## config.mk

```make
export PLATFORM = sky130hd
export DESIGN_NAME = srio_swrite_hello_gen
export DESIGN_NICKNAME = d
export VERILOG_FILES = /design/src/rtl/srio_swrite_hello_gen.sv
export SDC_FILE = /design/constraint.sdc
export NUM_CORES = 2
export LEC_CHECK = 0
export CORE_MARGIN = 4
export CORE_UTILIZATION = 65
export CTS_BUF_LIST = sky130_fd_sc_hd__clkbuf_8 sky130_fd_sc_hd__clkbuf_16
export DETAILED_ROUTE_END_ITERATION = 16
export MAX_ROUTING_LAYER = met4
export PLACE_DENSITY = 0.85
export SETUP_SLACK_MARGIN = 0.5
export SYNTH_ARGS = -nofsm -noshare
export SYNTH_HDL_FRONTEND = slang
export SYNTH_SLANG_ARGS = --single-unit
```

## constraint.sdc

```tcl
create_clock -name AXIS_ACLK -period 12.5 [get_ports AXIS_ACLK]
set_clock_uncertainty 0.1 [all_clocks]
set_input_delay 2.5 -clock AXIS_ACLK [delete_from_list [all_inputs] [get_ports AXIS_ACLK]]
set_output_delay 2.5 -clock AXIS_ACLK [all_outputs]
set_load 0.005 [all_outputs]
```

## src/rtl/srio_swrite_hello_gen.sv

```systemverilog
// SRIO SWRITE packetizer: buffers up to MAX_WORDS payload words, then emits a
// HELLO-format header beat followed by the buffered payload on the output stream.
module srio_swrite_hello_gen #(
    parameter int MAX_WORDS = 32
) (
    input  logic        AXIS_ACLK,
    input  logic        AXIS_ARESETN,
    input  logic [63:0] S_AXIS_TDATA,
    input  logic        S_AXIS_TLAST,
    input  logic        S_AXIS_TVALID,
    output logic        S_AXIS_TREADY,
    input  logic [31:0] S_AXIS_TUSER,
    output logic [63:0] M_AXIS_TDATA,
    output logic        M_AXIS_TLAST,
    output logic        M_AXIS_TVALID,
    input  logic        M_AXIS_TREADY,
    output logic [31:0] M_AXIS_TUSER,
    input  logic [31:0] cmd,
    input  logic [33:0] base_addr,
    input  logic [31:0] hdr_cfg,
    output logic [31:0] status
);
    localparam int PW = 5;
    localparam int CW = 6;
    localparam logic [CW-1:0] LAST_IDX = CW'(MAX_WORDS - 1);

    typedef enum logic [1:0] {
        S_FILL = 2'd0,
        S_HDR  = 2'd1,
        S_DATA = 2'd2
    } state_t;

    state_t        r_state;
    state_t        w_state_next;
    logic [63:0]   r_buf [0:MAX_WORDS-1];
    logic [63:0]   r_rd_word;
    logic [CW-1:0] r_cnt;
    logic [PW-1:0] r_rd_ptr;
    logic [33:0]   r_offset;
    logic [7:0]    r_tid;
    logic [15:0]   r_pkt_cnt;
    logic          r_ovf;
    logic [31:0]   r_tuser;

    logic          w_srst;
    logic          w_in_fire;
    logic          w_out_fire;
    logic          w_last_beat;
    logic [PW-1:0] w_rd_addr;
    logic [7:0]    w_size;
    logic [33:0]   w_addr;
    logic [63:0]   w_header;
    logic          w_unused_bits;

    assign w_srst        = ~AXIS_ARESETN | cmd[1];
    assign S_AXIS_TREADY = (r_state == S_FILL) & cmd[0] & ~cmd[1];
    assign M_AXIS_TVALID = (r_state != S_FILL);
    assign M_AXIS_TUSER  = r_tuser;
    assign w_in_fire     = S_AXIS_TVALID & S_AXIS_TREADY;
    assign w_out_fire    = M_AXIS_TVALID & M_AXIS_TREADY;
    assign w_last_beat   = ({1'b0, r_rd_ptr} == (r_cnt - CW'(1)));

    // A full 32-word packet has r_cnt[4:0]==0, so the 8-bit wrap yields 0xFF.
    assign w_size   = {r_cnt[4:0], 3'b000} - 8'd1;
    assign w_addr   = base_addr + r_offset;
    assign w_header = {r_tid, 4'h6, 4'h0, 1'b0, hdr_cfg[9:8], hdr_cfg[10],
                       w_size, 2'b00, w_addr};

    assign status        = {14'd0, (r_state != S_FILL), r_ovf, r_pkt_cnt};
    assign w_unused_bits = ^{cmd[31:2], hdr_cfg[31:11]};

    always_ff @(posedge AXIS_ACLK) begin
        if (w_srst) begin
            r_state <= S_FILL;
        end else begin
            r_state <= w_state_next;
        end
    end

    always_comb begin
        w_state_next = r_state;
        w_rd_addr    = '0;
        M_AXIS_TDATA = '0;
        M_AXIS_TLAST = 1'b0;
        case (r_state)
            S_FILL: begin
                if (w_in_fire && (S_AXIS_TLAST || (r_cnt == LAST_IDX))) begin
                    w_state_next = S_HDR;
                end
            end
            S_HDR: begin
                M_AXIS_TDATA = w_header;
                if (M_AXIS_TREADY) begin
                    w_state_next = S_DATA;
                end
            end
            S_DATA: begin
                M_AXIS_TDATA = r_rd_word;
                M_AXIS_TLAST = w_last_beat;
                // Prefetch the word that will be presented after this edge.
                w_rd_addr    = w_out_fire ? (r_rd_ptr + PW'(1)) : r_rd_ptr;
                if (w_out_fire && w_last_beat) begin
                    w_state_next = S_FILL;
                end
            end
            default: w_state_next = S_FILL;
        endcase
    end

    always_ff @(posedge AXIS_ACLK) begin
        if (w_in_fire) begin
            r_buf[r_cnt[PW-1:0]] <= S_AXIS_TDATA;
        end
        r_rd_word <= r_buf[w_rd_addr];
    end

    always_ff @(posedge AXIS_ACLK) begin
        if (w_srst) begin
            r_cnt     <= '0;
            r_rd_ptr  <= '0;
            r_offset  <= '0;
            r_tid     <= hdr_cfg[7:0];
            r_pkt_cnt <= '0;
            r_ovf     <= 1'b0;
            r_tuser   <= '0;
        end else begin
            case (r_state)
                S_FILL: begin
                    if (w_in_fire) begin
                        r_cnt <= r_cnt + CW'(1);
                        if (r_cnt == '0) begin
                            r_tuser <= S_AXIS_TUSER;
                        end
                        if ((r_cnt == LAST_IDX) && !S_AXIS_TLAST) begin
                            r_ovf <= 1'b1;
                        end
                    end
                end
                S_HDR: begin
                    if (w_out_fire) begin
                        r_rd_ptr <= '0;
                    end
                end
                S_DATA: begin
                    if (w_out_fire) begin
                        r_rd_ptr <= r_rd_ptr + PW'(1);
                        if (w_last_beat) begin
                            r_cnt     <= '0;
                            r_offset  <= r_offset + {25'd0, r_cnt, 3'b000};
                            r_tid     <= r_tid + 8'd1;
                            r_pkt_cnt <= r_pkt_cnt + 16'd1;
                        end
                    end
                end
                default: ;
            endcase
        end
    end

endmodule

```

==> qor.csv <==
metric;value;unit
grt_setup_unrepaired;false;
clock_latency;0.87;ns
finalNetCount;5098;
critPathKind;input pin to output port;
placed_cell_area;92400;sq um
yosys.area.top_type;edfxtp_1;
cts_setup_buffers;0;
grt_pass1_vias;49400;
syn-cell-area;88000;sq um
htreeDepth;4;
final_cell_mix;2056 x edfxtp_1, 462 x mux4_2, 392 x nand2_1;
hold_class;flop to flop;
syn2layout_area_growth;12.7;%
cts_resized;0;
dr.pass1.iters;6;
crit_required;9.90;ns
cts.sinks;2213;
final_area;99200;sq um
fmax;117;MHz
r2r_cells;10;
crit_arrival;5.95;ns
dieHeight;376;microns
crit_path_end_kind;output port;
die_area;141000;sq um
grt-ovfl-total;0;
drive_above_1_share;0.188;
antenna_found_initial;22;
holdBufCountCts;0;
utilization;0.741;
hold_viol;0;
post-place-ws;4.03;ns
slew_violations;0;
pin_count;330;
cellLeakagePower;31.7;nW
yosys_register_bits;2213;
cp_max_fo;8;
yosys.cell_types.count;84;
placement_rows;134;
ys_seq_area_frac;0.737;
routabilityCongestion;0.930;
slew_headroom;0.193;
powerDensity;149;nW/um^2
drc;0;
fin_crit_sh;0.684;
period_minus_slack;8.55;ns
max-vdd-ir-drop;0.159;mV
cts_tree;done;
dieWidth;376;microns
dr_total_vias;49900;
grt_first_pass_wirelength;357;mm
synth_area_per_cell;19.4;sq um
async_reset_ff_frac;0;
grt_max_degree;138;
ys_top_cells_by_area;edfxtp_1 70%, mux4_2 12%, mux2i_1 3.6%;
track_usage;0.366;
portBuffers;264;
fin_ws;3.95;ns
synth-edff-count;2056;
start_kind;input pin;
fillers;6731;
dp_hpwl;118;mm
setup-tns-final;0;ns
numCtsBuffers;206;
outcome;finished clean;
cts.clk_slew.worst_paths;0.06;ns
wl;250;mm
root_buffer;clkbuf_16;
wl_per_cell;36.7;microns
drtAntennaViolNets;0;
layout_commonest_cell;edfxtp_1;
yosys.area.top_type_share;0.701;
synthFlopType;edfxtp_1;
start_util;0.657;
clockBufferDepth;3;
cap_violations;0;
setup_viol;0;
tightest_slew;1.21;ns
core_area;134000;sq um
vias_per_cell;7.32;
drt_iter0_drc;7943;
min_delay_path_depth;2;
synth_cells;4547;
ys_warn_count;0;
==> final cells by class <==
class                      count  area, sq um  share of cell area
tap                         1768         2210              0.0223
clock inverter               157         1270              0.0128
multi-input combinational   2055        21800               0.219
clock buffer                 230         5550              0.0560
timing repair buffer         353         3400              0.0342
antenna                       20         50.0            0.000504
inverter                      21         78.8            0.000794
sequential                  2213        64900               0.654
==> synth_stat cells, types with 10 or more instances <==
library cell     n
mux4_1          15
nand2_1        395
buf_2           62
a22oi_1         28
nor2b_1         40
nand4_1         23
a21o_1          21
xor2_1          25
buf_4           63
a21oi_1         92
buf_1           14
xnor2_1         42
o21ai_0         45
ha_1            47
and2_1          17
clkbuf_1        94
nand2b_1        13
mux4_2         462
inv_1           20
mux2i_1        315
buf_6           36
edfxtp_1      2056
nand3_1         90
dfxtp_1        157
nor3_1          11
mux2_2          27
nor2_1          90
a211oi_1        12
o211ai_1        10
and3_1          25
a32o_1          33
a31oi_1         36
==> kinds of logic (layout without fill, tap and decap cells) <==
logic type | count (synthesis) | after routing | share of synthesized area
DFF | 2213 | 2213 | 0.737
muxes | 820 | 820 | 0.162
and+or+nand+nor | 747 | 747 | 0.0389
AOI/OAI and AO/OA | 356 | 356 | 0.0279
buffers and inverters | 292 | 761 | 0.0194
xor gates and xnor gates | 69 | 69 | 0.00724
adders and majority gates | 49 | 49 | 0.00714
other | 1 | 34 | 0.0000426
==> state kept, by name, indices dropped and copies added, names as in the netlist <==
signal and count:
r_ovf 1, M_AXIS_TUSER 32, r_pkt_cnt 16, r_rd_ptr 5
r_rd_word 64, r_offset 31, r_buf 2048, r_state 2
r_tid 8, r_cnt 6
==> critical path: stages <==
cell	delay [ns]
clkdlybuf4s50_1	0.44
ha_1	0.40
a2111oi_0	0.41
inv_1	0.14
o211ai_1	0.24
o211ai_1	0.24
a21boi_1	0.43
xor2_1	0.12
o21ai_0	0.42
clkdlybuf4s50_1	0.60
==> per-layer routing <==
metal | global-route usage | routed length, microns | vias to the layer above
met1 | 0.469 | 81700 | 25100
met2 | 0.563 | 121000 | 4842
met4 | 0.172 | 14100 | 0
met3 | 0.0885 | 33100 | 878
met5 | - | 0 | -
li1 | - | - | 19000
==> stage by stage <==
stage,power [mW],hold slack (ns),cells
finish,14.7,0.354,6817
global route,15.1,0.381,6814
CTS,14.8,0.356,6797
detailed placement,8.50,0.347,6410
global placement,8.48,0.344,6410
floorplan,8.33,0.338,4560
==> final timing paths <==
path / startpoint / end / slack, ns
max: base_addr[10] / M_AXIS_TDATA[27] / 3.95
min: M_AXIS_TUSER[2]$_SDFFE_PN0P_ / M_AXIS_TUSER[2]$_SDFFE_PN0P_ / 0.35
min reg2reg: M_AXIS_TUSER[2]$_SDFFE_PN0P_ / M_AXIS_TUSER[2]$_SDFFE_PN0P_ / 0.35
max reg2reg: r_state[0]$_SDFFE_PN0P_ / r_rd_word[43]$_DFF_P_ / 7.01
==> power breakdown <==
group          leakage (nW)  internal [mW]  switching, mW
clock                  3.51           3.54           2.85
combinational          8.36         0.0731          0.156
sequential             19.8           8.10         0.0164
total                  31.7           11.7           3.02
Note: power is estimated with default switching activity, not from simulation.
